## config.mk

```make
export PLATFORM = sky130hd
export DESIGN_NAME = instr_sequencer
export DESIGN_NICKNAME = d
export VERILOG_FILES = /design/src/rtl/seq_pkg.sv /design/src/rtl/seq_watchdog.sv /design/src/rtl/instr_sequencer.sv
export SDC_FILE = /design/constraint.sdc
export NUM_CORES = 1
export LEC_CHECK = 0
export CORE_ASPECT_RATIO = 1.4
export CORE_MARGIN = 8
export CORE_UTILIZATION = 40
export DETAILED_ROUTE_END_ITERATION = 6
export PLACE_DENSITY = 0.75
export REMOVE_ABC_BUFFERS = 1
export SYNTH_ARGS = -nofsm -noshare
export SYNTH_HDL_FRONTEND = slang
export SYNTH_SLANG_ARGS = --single-unit
```

## constraint.sdc

```tcl
create_clock -name clk -period 3 [get_ports clk]
set_input_delay 0.6 -clock clk [delete_from_list [all_inputs] [get_ports clk]]
set_output_delay 0.6 -clock clk [all_outputs]
set_load 0.005 [all_outputs]
```

## src/rtl/seq_pkg.sv

```systemverilog
// rtl/seq_pkg.sv - shared state, error-code and opcode-field definitions for instr_sequencer
package seq_pkg;

    typedef enum logic [2:0] {
        IDLE,
        FETCH,
        WAIT_FETCH,
        DECODE,
        EXEC_START,
        EXEC_WAIT,
        RETIRE,
        ERR
    } seq_state_t;

    localparam logic [1:0] ERR_NONE     = 2'd0;
    localparam logic [1:0] ERR_ILLEGAL  = 2'd1;
    localparam logic [1:0] ERR_FETCH_TO = 2'd2;
    localparam logic [1:0] ERR_EXEC_TO  = 2'd3;

    localparam int OPC_LSB = 0;
    localparam int OPC_MSB = 4;
    localparam int OPC_W   = OPC_MSB - OPC_LSB + 1;

endpackage

```

## src/rtl/seq_watchdog.sv

```systemverilog
// rtl/seq_watchdog.sv - per-phase wait-state watchdog with clear-on-entry and expiry compare
module seq_watchdog #(
    parameter int WDOG_WIDTH = 20
) (
    input  logic                  clk,
    input  logic                  rst_n,
    input  logic                  clear,
    input  logic                  run,
    input  logic [WDOG_WIDTH-1:0] limit,
    output logic                  expired
);

    logic [WDOG_WIDTH-1:0] count;
    logic [WDOG_WIDTH-1:0] elapsed;

    // elapsed includes the current cycle, so a limit of N ends the wait after N cycles
    assign elapsed = count + WDOG_WIDTH'(1);
    assign expired = run && (limit != '0) && (elapsed == limit);

    always_ff @(posedge clk) begin
        if (!rst_n || clear) begin
            count <= '0;
        end else if (run) begin
            count <= elapsed;
        end
    end

endmodule

```

## src/rtl/instr_sequencer.sv

```systemverilog
// rtl/instr_sequencer.sv - top-level fetch/decode/execute sequencer with shared memory port arbitration
module instr_sequencer
    import seq_pkg::*;
#(
    parameter int          ADDR_WIDTH   = 16,
    parameter int          DATA_WIDTH   = 8,
    parameter int          INSTR_WIDTH  = 64,
    parameter logic [31:0] OPCODE_LEGAL = 32'h0000_003E,
    parameter logic [4:0]  STORE_OPCODE = 5'd3,
    parameter int          WDOG_WIDTH   = 20,
    parameter int          CNT_WIDTH    = 16
) (
    input  logic                   clk,
    input  logic                   rst_n,
    input  logic                   start,
    input  logic                   resume,
    input  logic                   step_mode,
    input  logic [ADDR_WIDTH-1:0]  start_pc,
    input  logic                   abort,
    input  logic                   err_clear,
    input  logic [WDOG_WIDTH-1:0]  wdog_limit,
    output logic                   pc_load,
    output logic [ADDR_WIDTH-1:0]  pc_load_val,
    output logic                   fetch_en,
    input  logic                   fetch_done,
    input  logic [INSTR_WIDTH-1:0] instr,
    input  logic [ADDR_WIDTH-1:0]  fetch_mem_addr,
    output logic [INSTR_WIDTH-1:0] ex_instr,
    output logic                   exec_start,
    output logic                   exec_abort,
    input  logic                   exec_done,
    input  logic [ADDR_WIDTH-1:0]  exec_mem_addr,
    input  logic                   exec_mem_we,
    input  logic [DATA_WIDTH-1:0]  exec_mem_wdata,
    output logic [ADDR_WIDTH-1:0]  mem_addr,
    output logic                   mem_we,
    output logic [DATA_WIDTH-1:0]  mem_wdata,
    output logic                   result_valid,
    output logic                   busy,
    output logic                   done,
    output logic                   step_done,
    output logic                   err,
    output logic [1:0]             err_code,
    output logic [CNT_WIDTH-1:0]   retired_cnt
);

    seq_state_t       state;
    logic [OPC_W-1:0] opcode;
    logic             in_wait;
    logic             wd_expired;

    assign opcode  = instr[OPC_MSB:OPC_LSB];
    assign in_wait = (state == WAIT_FETCH) || (state == EXEC_WAIT);

    seq_watchdog #(
        .WDOG_WIDTH(WDOG_WIDTH)
    ) u_watchdog (
        .clk    (clk),
        .rst_n  (rst_n),
        .clear  (!in_wait),
        .run    (in_wait),
        .limit  (wdog_limit),
        .expired(wd_expired)
    );

    always_ff @(posedge clk) begin
        if (!rst_n) begin
            state        <= IDLE;
            pc_load      <= 1'b0;
            pc_load_val  <= '0;
            fetch_en     <= 1'b0;
            ex_instr     <= '0;
            exec_start   <= 1'b0;
            exec_abort   <= 1'b0;
            result_valid <= 1'b0;
            busy         <= 1'b0;
            done         <= 1'b0;
            step_done    <= 1'b0;
            err          <= 1'b0;
            err_code     <= ERR_NONE;
            retired_cnt  <= '0;
        end else begin
            pc_load    <= 1'b0;
            fetch_en   <= 1'b0;
            exec_start <= 1'b0;
            exec_abort <= 1'b0;
            done       <= 1'b0;
            step_done  <= 1'b0;
            if (abort && state != IDLE && state != ERR) begin
                state      <= IDLE;
                busy       <= 1'b0;
                exec_abort <= 1'b1;
            end else begin
                case (state)
                    IDLE: begin
                        if (start) begin
                            state    <= FETCH;
                            busy     <= 1'b1;
                            fetch_en <= 1'b1;
                            if (!resume) begin
                                pc_load     <= 1'b1;
                                pc_load_val <= start_pc;
                                retired_cnt <= '0;
                            end
                        end
                    end
                    FETCH: state <= WAIT_FETCH;
                    WAIT_FETCH: begin
                        // a completed fetch beats a simultaneous watchdog expiry
                        if (fetch_done) begin
                            if (instr == '0) begin
                                state <= IDLE;
                                busy  <= 1'b0;
                                done  <= 1'b1;
                            end else if (!OPCODE_LEGAL[opcode]) begin
                                state    <= ERR;
                                busy     <= 1'b0;
                                err      <= 1'b1;
                                err_code <= ERR_ILLEGAL;
                            end else begin
                                state <= DECODE;
                            end
                        end else if (wd_expired) begin
                            state    <= ERR;
                            busy     <= 1'b0;
                            err      <= 1'b1;
                            err_code <= ERR_FETCH_TO;
                        end
                    end
                    DECODE: begin
                        ex_instr   <= instr;
                        state      <= EXEC_START;
                        exec_start <= 1'b1;
                    end
                    EXEC_START: state <= EXEC_WAIT;
                    EXEC_WAIT: begin
                        if (exec_done) begin
                            state <= RETIRE;
                        end else if (wd_expired) begin
                            state    <= ERR;
                            busy     <= 1'b0;
                            err      <= 1'b1;
                            err_code <= ERR_EXEC_TO;
                        end
                    end
                    RETIRE: begin
                        retired_cnt  <= retired_cnt + CNT_WIDTH'(1);
                        result_valid <= (ex_instr[OPC_MSB:OPC_LSB] != STORE_OPCODE);
                        if (step_mode) begin
                            state     <= IDLE;
                            busy      <= 1'b0;
                            step_done <= 1'b1;
                        end else begin
                            state    <= FETCH;
                            fetch_en <= 1'b1;
                        end
                    end
                    ERR: begin
                        if (err_clear) begin
                            state    <= IDLE;
                            err      <= 1'b0;
                            err_code <= ERR_NONE;
                        end
                    end
                    default: state <= IDLE;
                endcase
            end
        end
    end

    // fetch owns the port while fetching; no writes leak out while idle or in error
    always_comb begin
        mem_addr  = exec_mem_addr;
        mem_we    = exec_mem_we;
        mem_wdata = exec_mem_wdata;
        if (state == FETCH || state == WAIT_FETCH) begin
            mem_addr  = fetch_mem_addr;
            mem_we    = 1'b0;
            mem_wdata = '0;
        end else if (state == IDLE || state == ERR) begin
            mem_we = 1'b0;
        end
    end

endmodule

```

==> results.md <==
- Synth area leader: dfxtp_1
- Slowest-stage cell, CP: clkdlybuf4s50_1
- FF+latch count, synth: 130
- IO Port Bufs: about 280
- Status: completed
- WP data arrival: 2300 ps
- Hold slack: 453 ps
- Post-route antenna net violation count: 0
- Crit end category: output pin
- Clock Path Buffers: 2
- HP Class: register to register
- Syn avg cell area: 8.18 um2
- Initial antenna violation count: 0
- Vias: 6332
- Worst VDD drop: 0.372 mV
- Post-synth EDFFs: 0
- CP required: approximately 2400 ps
- Final Non-Filler Cells: 1231
- Final Cell Area: 9810 um2
- Count leader, synth: nand2_1
- # diodes: 0
- Largest net degree at the start of global routing: 82
- Yosys warning total: 0
- Via density: roughly 5.1
- Num CTS Buffers: 17
- Share of layout cells above drive strength 1: 0.0972
- Worst slew margin: 0.560
- Avg WL per Cell: 18.1 um
- Worst Setup Start Kind: register
- Top cells by area, synth: dfxtp_1 43%, nand2_1 12%, a21oi_1 8.1%
- Slew Limit Fails: 0
- DR pass1 iterations: 4
- Worst path max stage delay: ~520 ps
- Max_cap viols: 0
- RSZ-0062 raised after global routing: no
- Global-route wire length before repair: 34.2 mm
- Clock latency at the later pin of the worst-skew pair: 420 ps
- Share of the synthesized area in the top cell type: 0.431
- Layout Utilization: 0.658
- Cells after synthesis: 738
- CTS root buf: clkbuf_16
- H-Tree Depth: 4
- Clock skew: approximately 18 ps
- Cell Rows: 53
- Cell area after placement: 9170 um2
- DRC Markers: 0
- Final hold vios: 0
- Worst Tran Pin Value: about 660 ps
- 1st-iter DRT viols: 404
- Routed WL: roughly 22 mm
- Cell Area, Synth: slightly above 6000 um2
- P per Cell Area: 543 nW/um2
- Die X: 120 um
- Placed cell count: 1199
- Post-layout nets: about 1.2k
- Sink Count: 130
- Async SR Flop Fraction: 0
- Worst path cell trace: nand2b_2 > a21oi_2 > buf_12 > mux2_2 > clkdlybuf4s50_1
- CP max FO: 24
- Ys flop type: dfxtp_1
- DP Wirelength: around 18 mm
- Final setup vio count: 0
- Clock Pin Slew Worst Setup and Hold Paths: 60 ps
- Die footprint: a little under 20000 um2
- Leak: 3.50 nW
- Sequential area share after synthesis: 0.431
- Critical path class: register to output pin
- Vias in the first global route: 6334
- Top-level port count: 282
- Area of the core: 14900 um2
- Achievable Freq: 345 MHz
- Fin crit period: 2900 ps
- All-Layer GR Usage: 0.225
- Die Y: 161 um
- TritonCTS clock tree: built
- Area grow syn2layout: 62.6%
- Post-CTS Hold Fix Bufs: 0
- Congestion Overflow GR: 0
- TNS Setup: 0 ps
- Top cells by count, synth: 189 x nand2_1, 130 x dfxtp_1, 98 x a21oi_1
- Initial Utilization: 0.405
- Placer Congestion: 0.921
- Fin crit share: 0.966
- Unique masters post-synth: 53
-- worst max-delay path: cells and delay by family, from the launching register on --
kind,cells,cell delay (ps)
multiplexers,1,360
AO/OA/AOI/OAI,1,200
AND/OR/NAND/NOR,1,250
buffers and inverters,2,720
flip-flops,1,370
-- cells by family after synthesis --
group,Yosys count,share of synthesized area
simple gates,365,0.283
flops,130,0.431
compound gates,124,0.115
xor+xnor,52,0.0978
buf+inv,45,0.0319
mux,20,0.0367
fa+ha+maj,2,0.00415
-- registers in the layout (all words and copies together) (netlist names), 2 cells and up --
signal            cells
pc_load_val          16
u_watchdog.count     20
ex_instr             64
state                 3
retired_cnt          16
err_code              2
-- what timing repair did --
item                                    4_1_cts  5_1_grt
endpoints found under the setup margin        0        9
setup buffers                                 0        0
gates resized for setup                       0       10
-- through the flow --
stage	setup WS, ps	total power, mW
2_1_floorplan	-1260	2.40
3_3_place_gp	-64.1	3.23
3_5_place_dp	-96.0	3.23
4_1_cts	19.5	5.38
5_1_grt	6.76	5.57
6_report	102	5.33
-- power breakdown --
group	switching (mW)	total, mW	leakage (nW)	internal (mW)
Combinational	0.582	1.33	2.16	0.749
Sequential	0.0528	1.85	1.05	1.80
Clock	0.820	2.14	0.289	1.32
-- metal layers --
metal	GRT usage	share of wire	routed length, um
met2	0.410	0.53	11800
met5	0	0	0
met3	0.0828	0.085	1900
met1	0.229	0.36	8040
met4	0.0786	0.023	508
-- layout by cell type (no fill, tap or decap), types with 3 or more instances in the layout --
master / synthesis / layout
xnor2_1: 26 / 26
inv_6: 0 / 4
nand3b_1: 3 / 3
nor3_1: 11 / 10
mux2_2: 17 / 17
xor2_1: 17 / 17
nor4_1: 24 / 23
mux2i_1: 3 / 3
clkinv_4: 0 / 4
nor2_1: 55 / 55
nand2b_1: 4 / 3
and3_2: 4 / 4
a21oi_1: 98 / 97
inv_1: 6 / 4
or3_1: 5 / 4
o21ai_0: 9 / 9
nand2_1: 189 / 189
and3_1: 11 / 11
clkdlybuf4s50_1: 0 / 277
nand4_1: 16 / 16
nor2b_1: 11 / 11
buf_4: 2 / 24
bufinv_16: 0 / 3
dlymetal6s2s_1: 0 / 4
clkbuf_16: 0 / 17
nand3_1: 18 / 18
buf_12: 0 / 3
xnor3_2: 4 / 4
dfxtp_1: 130 / 130
-- final timing paths --
check / endpoint / depth (start not counted) / slack, ps / start
worst max-delay path: mem_addr[9] / 5 / 100 / state[0]
worst min register to register: pc_load_val[11] / 2 / 450 / pc_load_val[11]
worst min-delay path: pc_load_val[11] / 2 / 450 / pc_load_val[11]
worst max register to register: err / 9 / 210 / u_watchdog.count[4]
-- cell type report --
type                       instances  area, um2
tap                              192        240
fill                            1288       5110
clock inverter                    13        175
timing repair buffer             308       3060
sequential                       130       2600
inverter                           6       22.5
clock buffer                      19        433
multi-input combinational        563       3280
Power figures use the tool's default switching activity.
